--- src/rtl/bcd_display_scanner.sv ---
// rtl/bcd_display_scanner.sv - 4-digit multiplexed 7-segment scanner for the ALU BCD result.
// Shadow/display double buffer swaps only at frame boundaries so digits never tear mid-frame.
module bcd_display_scanner #(
  parameter int unsigned REFRESH_DIV = 50000
) (
  input  logic        clk,
  input  logic        rst_n,
  input  logic        load,
  input  logic [11:0] bcd,
  input  logic        error,
  input  logic        overflow,
  input  logic        carry_out,
  output logic [6:0]  seg,
  output logic [3:0]  an,
  output logic        frame_done
);

  localparam logic [15:0] TICK_MAX = 16'(REFRESH_DIV - 1);

  localparam logic [6:0] SEG_E     = 7'b0000110;
  localparam logic [6:0] SEG_R     = 7'b0101111;
  localparam logic [6:0] SEG_DASH  = 7'b0111111;
  localparam logic [6:0] SEG_C     = 7'b1000110;
  localparam logic [6:0] SEG_O     = 7'b0100011;
  localparam logic [6:0] SEG_BLANK = 7'b1111111;

  // Register layout: {error, overflow, carry_out, bcd[11:0]}
  logic [15:0] tick_q, tick_d;
  logic [1:0]  idx_q, idx_d;
  logic [14:0] shadow_q, shadow_d;
  logic [14:0] disp_q, disp_d;
  logic [6:0]  seg_q, seg_d;
  logic [3:0]  an_q, an_d;
  logic        slot_end;
  logic        frame_end;
  logic [3:0]  nib;
  logic        lead_zero;

  function automatic logic [6:0] digit_seg(input logic [3:0] n);
    case (n)
      4'd0:    digit_seg = 7'b1000000;
      4'd1:    digit_seg = 7'b1111001;
      4'd2:    digit_seg = 7'b0100100;
      4'd3:    digit_seg = 7'b0110000;
      4'd4:    digit_seg = 7'b0011001;
      4'd5:    digit_seg = 7'b0010010;
      4'd6:    digit_seg = 7'b0000010;
      4'd7:    digit_seg = 7'b1111000;
      4'd8:    digit_seg = 7'b0000000;
      4'd9:    digit_seg = 7'b0010000;
      default: digit_seg = SEG_DASH;
    endcase
  endfunction

  assign slot_end  = (tick_q == TICK_MAX);
  assign frame_end = slot_end && (idx_q == 2'd3);

  always_comb begin
    tick_d   = slot_end ? 16'd0 : tick_q + 16'd1;
    idx_d    = slot_end ? idx_q + 2'd1 : idx_q;
    shadow_d = load ? {error, overflow, carry_out, bcd} : shadow_q;
    // Display takes the pre-load shadow when load and frame end coincide.
    disp_d   = frame_end ? shadow_q : disp_q;
    an_d     = (tick_q == 16'd0) ? 4'b1111 : ~(4'b0001 << idx_q);

    case (idx_q)
      2'd1:    nib = disp_q[7:4];
      2'd2:    nib = disp_q[11:8];
      default: nib = disp_q[3:0];
    endcase

    case (idx_q)
      2'd1:    lead_zero = (disp_q[11:4] == 8'd0);
      2'd2:    lead_zero = (disp_q[11:8] == 4'd0);
      default: lead_zero = 1'b0;
    endcase

    seg_d = SEG_BLANK;
    if (disp_q[14]) begin
      case (idx_q)
        2'd2:    seg_d = SEG_E;
        2'd3:    seg_d = SEG_BLANK;
        default: seg_d = SEG_R;
      endcase
    end else if (idx_q == 2'd3) begin
      if (disp_q[13])      seg_d = SEG_O;
      else if (disp_q[12]) seg_d = SEG_C;
      else                 seg_d = SEG_BLANK;
    end else if (nib > 4'd9) begin
      seg_d = SEG_DASH;
    end else if (lead_zero) begin
      seg_d = SEG_BLANK;
    end else begin
      seg_d = digit_seg(nib);
    end
  end

  always_ff @(posedge clk or negedge rst_n) begin
    if (!rst_n) begin
      tick_q   <= 16'd0;
      idx_q    <= 2'd0;
      shadow_q <= 15'd0;
      disp_q   <= 15'd0;
      seg_q    <= SEG_BLANK;
      an_q     <= 4'b1111;
    end else begin
      tick_q   <= tick_d;
      idx_q    <= idx_d;
      shadow_q <= shadow_d;
      disp_q   <= disp_d;
      seg_q    <= seg_d;
      an_q     <= an_d;
    end
  end

  assign seg        = seg_q;
  assign an         = an_q;
  assign frame_done = frame_end;

endmodule

--- config.mk ---
export PLATFORM = sky130hd
export DESIGN_NAME = bcd_display_scanner
export DESIGN_NICKNAME = d
export VERILOG_FILES = /design/src/rtl/bcd_display_scanner.sv
export SDC_FILE = /design/constraint.sdc
export NUM_CORES = 1
export LEC_CHECK = 0
export ABC_AREA = 1
export CAP_MARGIN = 20
export CELL_PAD_IN_SITES_DETAIL_PLACEMENT = 1
export CELL_PAD_IN_SITES_GLOBAL_PLACEMENT = 1
export CORE_MARGIN = 2
export CORE_UTILIZATION = 45
export CTS_BUF_LIST = sky130_fd_sc_hd__clkbuf_8
export CTS_CLUSTER_SIZE = 12
export DETAILED_ROUTE_END_ITERATION = 12
export GPL_TIMING_DRIVEN = 0
export PLACE_DENSITY_LB_ADDON = 0.1
export SLEW_MARGIN = 20
export SYNTH_ARGS = -nofsm -noshare
export SYNTH_HDL_FRONTEND = slang
export SYNTH_SLANG_ARGS = --single-unit
export TNS_END_PERCENT = 10
--- constraint.sdc ---
create_clock -name clk -period 3 [get_ports clk]
set_clock_uncertainty 0.2 [all_clocks]
set_input_delay 0.75 -clock clk [delete_from_list [all_inputs] [get_ports clk]]
set_output_delay 0.75 -clock clk [all_outputs]
set_load 0.05 [all_outputs]
# Yosys cells after proc, flatten, opt, wreduce, memory -nomap -nowiden

Memories as Yosys holds them, arrays and structs flattened.
Index checks and enable logic that the tools add are counted.

Flip-flop bits (word level): 59
Memory bits (read-only): 112
Output and inout port bits: 12
Input bits: 18
Memories: 1

Bitwise logic cells: 1
Reductions and logical operators: 4
Order comparisons: 1
$add $sub $neg: 2
Shift operators: 1
Eq/ne operators: 4
Multiplexer cells: 11

Memory list:

| memory           | words | width | rd ports | clocked after Yosys merged registers in | write ports | line | RTL |
|---|---|---|---|---|---|---|---|
| (name not given) | 16    | 7     | 1        | 0                                       | 0           | 40   | `case (n)` |

Operators with widths:

| cell                                                  | number |
|---|---|
| two-way mux 7 bit                                     | 5 |
| adder 16 x 1 -> 16 bit (second input constant)        | 1 |
| == test 16 bit (second input constant)                | 1 |
| zero test 16 bit                                      | 1 |
| two-way mux 16 bit                                    | 1 |
| one-hot mux 7 bit (2 select lines)                    | 1 |
| zero test 8 bit                                       | 1 |
| one-hot mux 4 bit (2 select lines)                    | 1 |
| two-way mux 6 bit                                     | 1 |
| == test 2 bit (second input constant)                 | 2 |
| greater-than comparator 4 bit (second input constant) | 1 |
| zero test 4 bit                                       | 1 |
| two-way mux 4 bit                                     | 1 |
| inverter 4 bit                                        | 1 |
| left shift 1 x 2 -> 4 bit (first input constant)      | 1 |
| adder 2 x 1 -> 2 bit (second input constant)          | 1 |
| == test 2 x 1 -> 1 bit (second input constant)        | 1 |
| one-hot mux 1 bit (2 select lines)                    | 1 |
| logical AND 1 bit                                     | 1 |

# Longest topological paths before layout

Gate-level depths: netlist of the first run.
An unclocked memory read counts as a cell.

Word-level depth: 7
Mapped depth: 13
Mapped depth without buffers: 13

# Worst setup path before layout of the first run

Ideal clock, no wire load.

Path type: register to output
From: register tick_q[0]
To: output frame_done
Path slack: 0.728 ns
Cell stages (with the launch flop): 6
Arrival: 1.322 ns
Cells stage by stage: dfrtp_1 > ha_1 > nand3_2 > nor2_1 > nand2_1 > nor2_4

Word-level cells in the longest chain between the ends: 2

RTL lines:

| element                  | line | RTL |
|---|---|---|
| start: declaration       | 28   | `logic [15:0] tick_q, tick_d;` |
| start signal: assignment | 107  | `tick_q <= tick_d;` |
| == test 16 bit           | 55   | `assign slot_end = (tick_q == TICK_MAX);` |
| logical AND 1 bit        | 56   | `assign frame_end = slot_end && (idx_q == 2'd3);` |
| end: declaration         | 15   | `output logic frame_done` |

Every way passes these cells.

# Worst setup path in the final report of the first run

Same ends and word-level chain as after synthesis.

==> results of run 1 <==
## cells by family (layout without fill, tap and decap cells)
kind of cell,after synthesis,in the layout,synth area share
adders and majority gates,10,10,0.0420
xor gates and xnor gates,9,9,0.0264
buffers and inverters,51,96,0.0722
muxes,3,3,0.0113
DFF,59,59,0.500
AOI/OAI and AO/OA,43,43,0.0881
and+or+nand+nor,169,169,0.260
## per-stage QoR
| stage | cell area (µm²) | total power [mW] | utilization |
|---|---|---|---|
| global placement | 3360 | 0.901 | 0.526 |
| CTS | 3610 | 1.79 | 0.566 |
| floorplan | 2980 | 0.859 | - |
| global route | 3620 | 1.84 | 0.566 |
| finish | 3620 | 1.77 | 0.566 |
| detailed placement | 3380 | 0.907 | 0.529 |
## cell type report
class	instances	area share
sequential	59	0.412
multi-input combinational	234	0.354
timing repair buffer	29	0.0817
inverter	44	0.0457
clock buffer	9	0.0343
clock inverter	7	0.0322
tap	77	0.0266
buffer	7	0.0138
## power by group
part | leakage, nW | switching [mW] | total (mW) | internal [mW]
Sequential | 0.742 | 0.00566 | 0.820 | 0.814
Combinational | 0.906 | 0.0383 | 0.0694 | 0.0312
Clock | 0.119 | 0.327 | 0.877 | 0.550
## sequential cells by signal, indices dropped and copies added (netlist names)
signal,cells
seg,7
an,4
idx_q,2
tick_q,16
disp_q,15
shadow_q,15
## worst max path at each step
stage               from           to  slack (ps)  cells after the start
3_5_place_dp   tick_q[0]   frame_done        -180                      6
6_report       tick_q[0]   frame_done         150                      6
2_1_floorplan  tick_q[0]   frame_done         730                      5
5_1_grt        tick_q[7]   frame_done          40                      6
3_3_place_gp       rst_n  shadow_q[0]        -880                      1
4_1_cts        tick_q[0]   frame_done          30                      6
## placed cells by master, fill, tap and decap left out, types with 5 or more instances in the layout
| cell type | count |
|---|---|
| sky130_fd_sc_hd__nand2_1 | 90 |
| sky130_fd_sc_hd__dfrtp_1 | 48 |
| sky130_fd_sc_hd__inv_1 | 42 |
| sky130_fd_sc_hd__clkdlybuf4s50_1 | 26 |
| sky130_fd_sc_hd__nor2_1 | 25 |
| sky130_fd_sc_hd__o21ai_0 | 23 |
| sky130_fd_sc_hd__nand3_1 | 21 |
| sky130_fd_sc_hd__o21ai_2 | 12 |
| sky130_fd_sc_hd__dfstp_2 | 11 |
| sky130_fd_sc_hd__nand2_2 | 10 |
| sky130_fd_sc_hd__ha_1 | 10 |
| sky130_fd_sc_hd__xor2_1 | 9 |
| sky130_fd_sc_hd__clkbuf_8 | 9 |
| sky130_fd_sc_hd__a21oi_1 | 6 |
| sky130_fd_sc_hd__nor3_1 | 5 |
## metal layers
metal,GRT usage,share of wire
met4,0.0909,0.010
met1,0.237,0.44
met3,0.0389,0.029
met5,0,0
met2,0.365,0.52
## repair_timing
| action | 4_1_cts | 5_1_grt |
|---|---|---|
| endpoints found under the setup margin | 1 | 1 |
| endpoints found under the hold margin | 0 | 0 |
| hold buffers | 0 | 0 |
| pin swaps | 0 | 0 |
| resized for setup | 6 | 1 |
==> flow_results.org, run 1 <==
** Critical path
- STA classifies the critical path endpoint as an output pin.
- Setup slack of the most critical reg-to-reg path :: 650 ps
- Walking the worst path, the cells encountered are ha_1 > nand3_2 > nor2_1 > nand2_2 > nor2_4 > buf_4.
- Critical Path RT :: 2050 ps
- Worst Setup Start Kind :: register
- Maximum single-stage delay on the critical path :: 410 ps
- The worst register-to-register path has a depth of 13.
- Data arrives at the worst endpoint at 1900 ps.
- Kind of cell adding the most delay to the critical path :: simple AND/OR/NAND/NOR gates
- In this run the critical register-to-register path is launched from idx_q[0].
- In this run the worst path has a maximum fanout of 7.
- CP Buf/Inv Count :: 1
- The worst setup path is of the register to output pin kind.
- Among all stages on the critical path, the largest delay is contributed by sky130_fd_sc_hd__dfrtp_1.
- R2r endpoint :: seg[3]

** Timing
- Timing-limited maximum frequency :: 0.351 GHz
- Final hold analysis gives a worst-case slack of 117 ps.
- Smallest setup slack after layout :: 149 ps
- Clock period minus worst slack :: 2850 ps
- At the pin with the least slew margin, the transition time is 504 ps.
- Setup violations remaining at the end of the flow were counted as 0.
- Headroom to the max-slew limit came out at 0.663.
- In the finished design, the share of the clock period the worst path needs comes to 0.950.
- Sum Neg Setup Slack :: 0 ps
- Setup repair after global routing left no endpoint under its margin.
- Final number of hold-violating endpoints :: 0
- The count of final max-slew check failures is 0.

** Detailed routing
- Summed over all layers, the routed wires come to 6520 µm.
- Detailed routing inserted a total of 2,344 vias.
- In the final routed layout, each cell accounts on average for 14.0 µm.
- Initial detailed-routing violation count :: 53
- In the routed layout, each cell is associated on average with a via count of 5.03.
- The count of nets left with antenna violations once routing finished came out at 0.
- Number of search-and-repair iterations in the first detailed-routing pass :: 4
- Count of unresolved DRC violations after routing :: 0

** Power and ir drop
- In this run the static leakage power is 1.77 nW.
- Worst-case vdd ir drop :: 329 µV
- In this run the power density over the cells is 488 mW/mm².

** Clocking
- Setup bufs post-CTS :: 0
- CTS buffer count :: 9
- The root buffer cell chosen for the clock tree is sky130_fd_sc_hd__clkbuf_8.
- Counting every sink on the clock net gives 59.
- At the later pin of the worst-skew pair, clock insertion delay measures 330 ps.
- After clock tree synthesis, the clock-pin slew on the worst setup and hold paths is 70 ps.
- The H-tree generated during clock tree synthesis spans 3 levels.
- Deepest clock path buffer count :: 2
- TritonCTS clock tree :: yes

** Placement
- Half-perimeter wire length after detailed placement :: 4860 µm
- In this run the tool buffered the top-level ports with 28 buffer cells.
- Final estimated routing congestion in global placement :: 0.818
- Before CTS, the worst setup slack after placement is -177 ps.
- Once placement completed, the tool counted placed cells totaling 450.

** Yosys
- Synth Warn # :: 0
- Number of synthesized register bits :: 59
- Leading post-synthesis cells by instance count :: sky130_fd_sc_hd__nand2_1 (91), sky130_fd_sc_hd__dfrtp_1 (48), sky130_fd_sc_hd__inv_1 (42), sky130_fd_sc_hd__nor2_1 (25), sky130_fd_sc_hd__o21ai_0 (23)
- Synthesis produced 344 cells.
- Number of different library cells in the post-synthesis netlist :: 32
- sky130_fd_sc_hd__nand2_1 is the most common cell in the netlist.
- Ranked by total cell area, the synthesized netlist is headed by sky130_fd_sc_hd__dfrtp_1 (40%), sky130_fd_sc_hd__nand2_1 (11%), sky130_fd_sc_hd__dfstp_2 (9.7%).
- For this run, asynchronously set or reset flops after synthesis account for 1.00.
- The cell area that synthesis handed to floorplanning was 0.00298 mm².
- Part of the Yosys area used for sequential elements :: 0.500
- In the synthesized netlist the dominant register cell turns out to be sky130_fd_sc_hd__dfrtp_1.
- Cell taking the most area after synthesis :: sky130_fd_sc_hd__dfrtp_1
- EDFF count, synth :: 0
- Synth Area per Inst :: 8.67 µm²
- Fraction of post-synthesis cell area in the top cell type by area :: 0.403
- When the netlist entered floorplanning its net count stood at 372.

** Floorplanning
- Width of the die :: 85.4 µm
- Floorplan die height :: 85.4 µm
- In this run the count of I/O pins placed on the die edge is 30.
- The initialized floorplan defines 29 standard-cell rows.
- For this configuration, the core starts out at a cell density of 0.467.
- The core region is 0.00639 mm².
- Overall die area :: 0.00729 mm²

** GRT
- The initial antenna violation count was 0.
- Global-route wire length before repair :: 11,600 µm
- Grt total ovfl :: 0
- Via count of the first global-routing pass :: 2,553
- For this run, the total global-route usage over all layers was measured as 0.204.
- Pin count of the biggest net entering global routing :: 35

** Cells and area
- Summing all multi-input logic gate instances after layout gives 0.00128 mm².
- 0 antenna diodes ended up in the layout.
- Sequential Area :: 0.00149 mm²
- The area growth from synthesis to layout is 21.3%.
- Fill cell count :: 757
- The finished layout holds 466 standard cells, fillers aside.
- Of the cells placed in the final design, the portion with a size suffix greater than 1 is 0.180.
- Post-layout net count :: 412

** Hold path
- Worst hold path type :: input pin to asynchronous set/reset pin

** Run
- Max-cap violations :: 0

** Outcome
- The flow ran to the end, and the final reports show no timing, DRC or antenna violations.
No activity file was read; power rests on OpenSTA's default activity.
==> run 2: changes to the inputs <==
--- a/config.mk
+++ b/config.mk
@@ -16,7 +16,6 @@
 export DETAILED_ROUTE_END_ITERATION = 12
 export GPL_TIMING_DRIVEN = 0
 export PLACE_DENSITY_LB_ADDON = 0.1
-export SLEW_MARGIN = 20
 export SYNTH_ARGS = -nofsm -noshare
 export SYNTH_HDL_FRONTEND = slang
 export SYNTH_SLANG_ARGS = --single-unit
==> flow_results.org, run 2 (synthesis results as in run 1) <==
** GRT
- The all-layer global routing usage was 0.205 (+0.000779).
- The wire length of the first global-routing pass was 11,600 µm (unchanged).
- The global-route congestion overflow total was 0 (unchanged).
- The via count of the first global-routing pass is 2,533 (-0.78%).
- The largest net degree at the start of global routing came to 35 (unchanged).
- Initial antenna violation count :: 0 (unchanged)

** Cells and area
- Register name with the most flops :: tick_q
- The flip-flop count of the largest register, all copies and words added came to 16 (unchanged).
- Utilization of the core after routing :: 0.558 (-0.00784)
- Leaving out fill and tap cells, the most frequent cell in the layout is sky130_fd_sc_hd__nand2_1.
- The net total in the final layout was 412 (unchanged).
- The final cell count without fillers is 466 (unchanged).
- Antenna diode instance count :: 0 (unchanged)
- The area growth from synthesis to layout is 19.6%.
- Proportion of layout cells with a drive suffix above 1 :: 0.180 (unchanged)
- In the final layout, the registers with the most flip-flops are tick_q (16), disp_q (15), shadow_q (15).
- The filler cell count was 758 (+0.13%).
- Leaving out fill and tap cells, the most frequent cells in the layout are sky130_fd_sc_hd__nand2_1 (90), sky130_fd_sc_hd__dfrtp_1 (48), sky130_fd_sc_hd__inv_1 (42).
- Cell area after layout :: 0.00357 mm² (-1.4%)

** Power and ir drop
- The total power was 1.60 mW (-9.3%).
- Static power due to leakage :: 1.74 nW (-1.4%)
- Worst-case vdd ir drop :: 264 µV (-20%)
- The total power density per cell area is 449 mW/mm² (-8.0%).

** Floorplanning
- I/O Pins :: 30 (unchanged)
- The core area was 0.00639 mm² (unchanged).
- The total number of placement rows was 29 (unchanged).
- Width of the die :: 85.4 µm (unchanged)
- Floorplan die height :: 85.4 µm (unchanged)
- The floorplan die area was 0.00729 mm² (unchanged).
- The starting density of the core is 0.467 (unchanged).

** Timing
- The upper clock frequency limit was 0.352 GHz (+0.41%).
- Part of the cycle the worst path needs :: 0.946 (-0.00389)
- Clock period minus worst slack :: 2840 ps (-11.7 ps)
- The slew of the pin with the lowest slew margin was 614 ps (+110 ps).
- Final number of hold-violating endpoints :: 0 (unchanged)
- Number of slew-limit violations in the final report :: 0 (unchanged)
- Worst slew margin relative to its limit :: 0.590 (-0.0724)
- Hold Slack :: 213 ps (+95.6 ps)
- Setup repair after global routing left no endpoint under its margin.
- The count of endpoints failing setup in the final report is 0 (unchanged).

** Clocking
- The level count of the clock H-tree was 3 (unchanged).
- CTS buffer count :: 9 (unchanged)
- Clock Root Buffer :: sky130_fd_sc_hd__clkbuf_8
- Clock-pin slew of the registers on the worst-case setup and hold paths :: 70 ps (about the same)
- Deepest clock path buffer count :: 2 (unchanged)
- Setup bufs post-CTS :: 0 (unchanged)
- The total of hold buffers inserted after clock tree synthesis is 0 (unchanged).
- TritonCTS built the clock tree.
- The number of clock sinks was 59 (unchanged).
- The clock network latency to the later pin of the worst-skew pair is 340 ps (about the same).

** Detailed routing
- Detail-routed via count per cell :: 5.04 (+0.21%)
- Remaining antenna violation count after routing :: 0 (unchanged)
- Total length of routed wires :: 6500 µm (-0.40%)
- The number of vias in the routed layout came to 2,349 (+0.21%).
- The number of DRC markers after the initial detailed-route iteration is 57 (+7.5%).
- The final routed DRC violation total came to 0 (unchanged).
- Wire length per cell after detailed routing :: 13.9 µm (-0.40%)
- Number of search-and-repair iterations in the first detailed-routing pass :: 4 (unchanged)

** Placement
- Count of port buffers added during placement :: 28 (unchanged)
- Placed inst area :: 0.00337 mm² (about the same)
- Half-perimeter wire length after detailed placement :: 4900 µm (+0.69%)
- The number of cells in the design after placement came to 450 (unchanged).
- Final estimated routing congestion in global placement :: 0.818 (unchanged)

** Critical path
- The worst setup path is launched from a register.
- The data required time of the critical path was 2050 ps (about the same).
- Setup crit end kind :: output pin
- R2r endpoint :: seg[3]
- The worst register-to-register path begins at idx_q[0].
- The register-to-register setup slack is 640 ps (about the same).
- Largest driver fanout on the critical path :: 7 (unchanged)
- WP data arrival :: 1890 ps (about the same)
- Critical Setup Path Class :: register to output pin
- The cell count of the worst reg-to-reg path is 13 (unchanged).

** Outcome
- The run finished with clean final reports.

** Run
- Max-cap violations :: 0 (unchanged)

** Hold path
- The tightest min-delay check is of the input pin to asynchronous set/reset pin type.
==> run 2: changes by cell type in the layout (fill, tap and decap cells not counted), sizes merged <==
cell | before | now
clkinvlp | 1 | 2
clkinv | 3 | 4
bufinv | 3 | 1
==> run 2: critical path: stages, from the launching register on <==
cell and delay [ps]:
sky130_fd_sc_hd__dfrtp_1 410, sky130_fd_sc_hd__ha_1 220, sky130_fd_sc_hd__nand3_2 170, sky130_fd_sc_hd__nor2_1 170, sky130_fd_sc_hd__nand2_2 160, sky130_fd_sc_hd__nor2_4 180, sky130_fd_sc_hd__buf_4 230
==> run 2: stage by stage <==
| step | TNS [ps] | worst slack (ps) |
|---|---|---|
| after floorplan | 0 | 728 |
| after global placement | -44650 | -878 |
| after detailed placement | -180 | -180 |
| after CTS | 0 | 29.1 |
| after global routing | 0 | 43.6 |
| final | 0 | 161 |
==> run 2: how the worst max path moves through the flow <==
stage               startpoint           to  cells after the start
floorplan            tick_q[0]   frame_done                      5
global placement         rst_n  shadow_q[0]                      1
detailed placement   tick_q[0]   frame_done                      6
CTS                  tick_q[0]   frame_done                      6
global route         tick_q[7]   frame_done                      6
finish               tick_q[0]   frame_done                      6
==> run 2: per-layer routing <==
| metal | track usage | vias to the layer above | share of wire |
|---|---|---|---|
| li1 | - | 1167 | - |
| met1 | 0.238 | 1139 | 0.44 |
| met2 | 0.364 | 32 | 0.51 |
| met3 | 0.0438 | 11 | 0.028 |
| met4 | 0.0880 | 0 | 0.017 |
| met5 | 0 | - | 0 |
==> run 2: cell type report <==
cell class | instances | area [µm²] | share of cell area
Clock buffer | 9 | 124 | 0.0347
Clock inverter | 7 | 68.8 | 0.0193
Sequential cell | 59 | 1490 | 0.418
Inverter | 44 | 165 | 0.0463
Multi-Input combinational cell | 234 | 1280 | 0.359
Timing Repair Buffer | 29 | 293 | 0.0821
Buffer | 7 | 50.0 | 0.0140
Tap cell | 77 | 96.3 | 0.0270
==> run 2: power by group <==
group,total (mW),internal (mW),switching (mW)
clock,0.714,0.380,0.334
sequential,0.820,0.814,0.00552
combinational,0.0691,0.0307,0.0384
total,1.60,1.22,0.378
==> run 2: timing repair <==
item                                    4_1_cts  5_1_grt
gates cloned                                  0        0
pin swaps                                     0        0
endpoints found under the setup margin        1        1
resized for setup                             6        1
hold endpoints to repair                      0        0
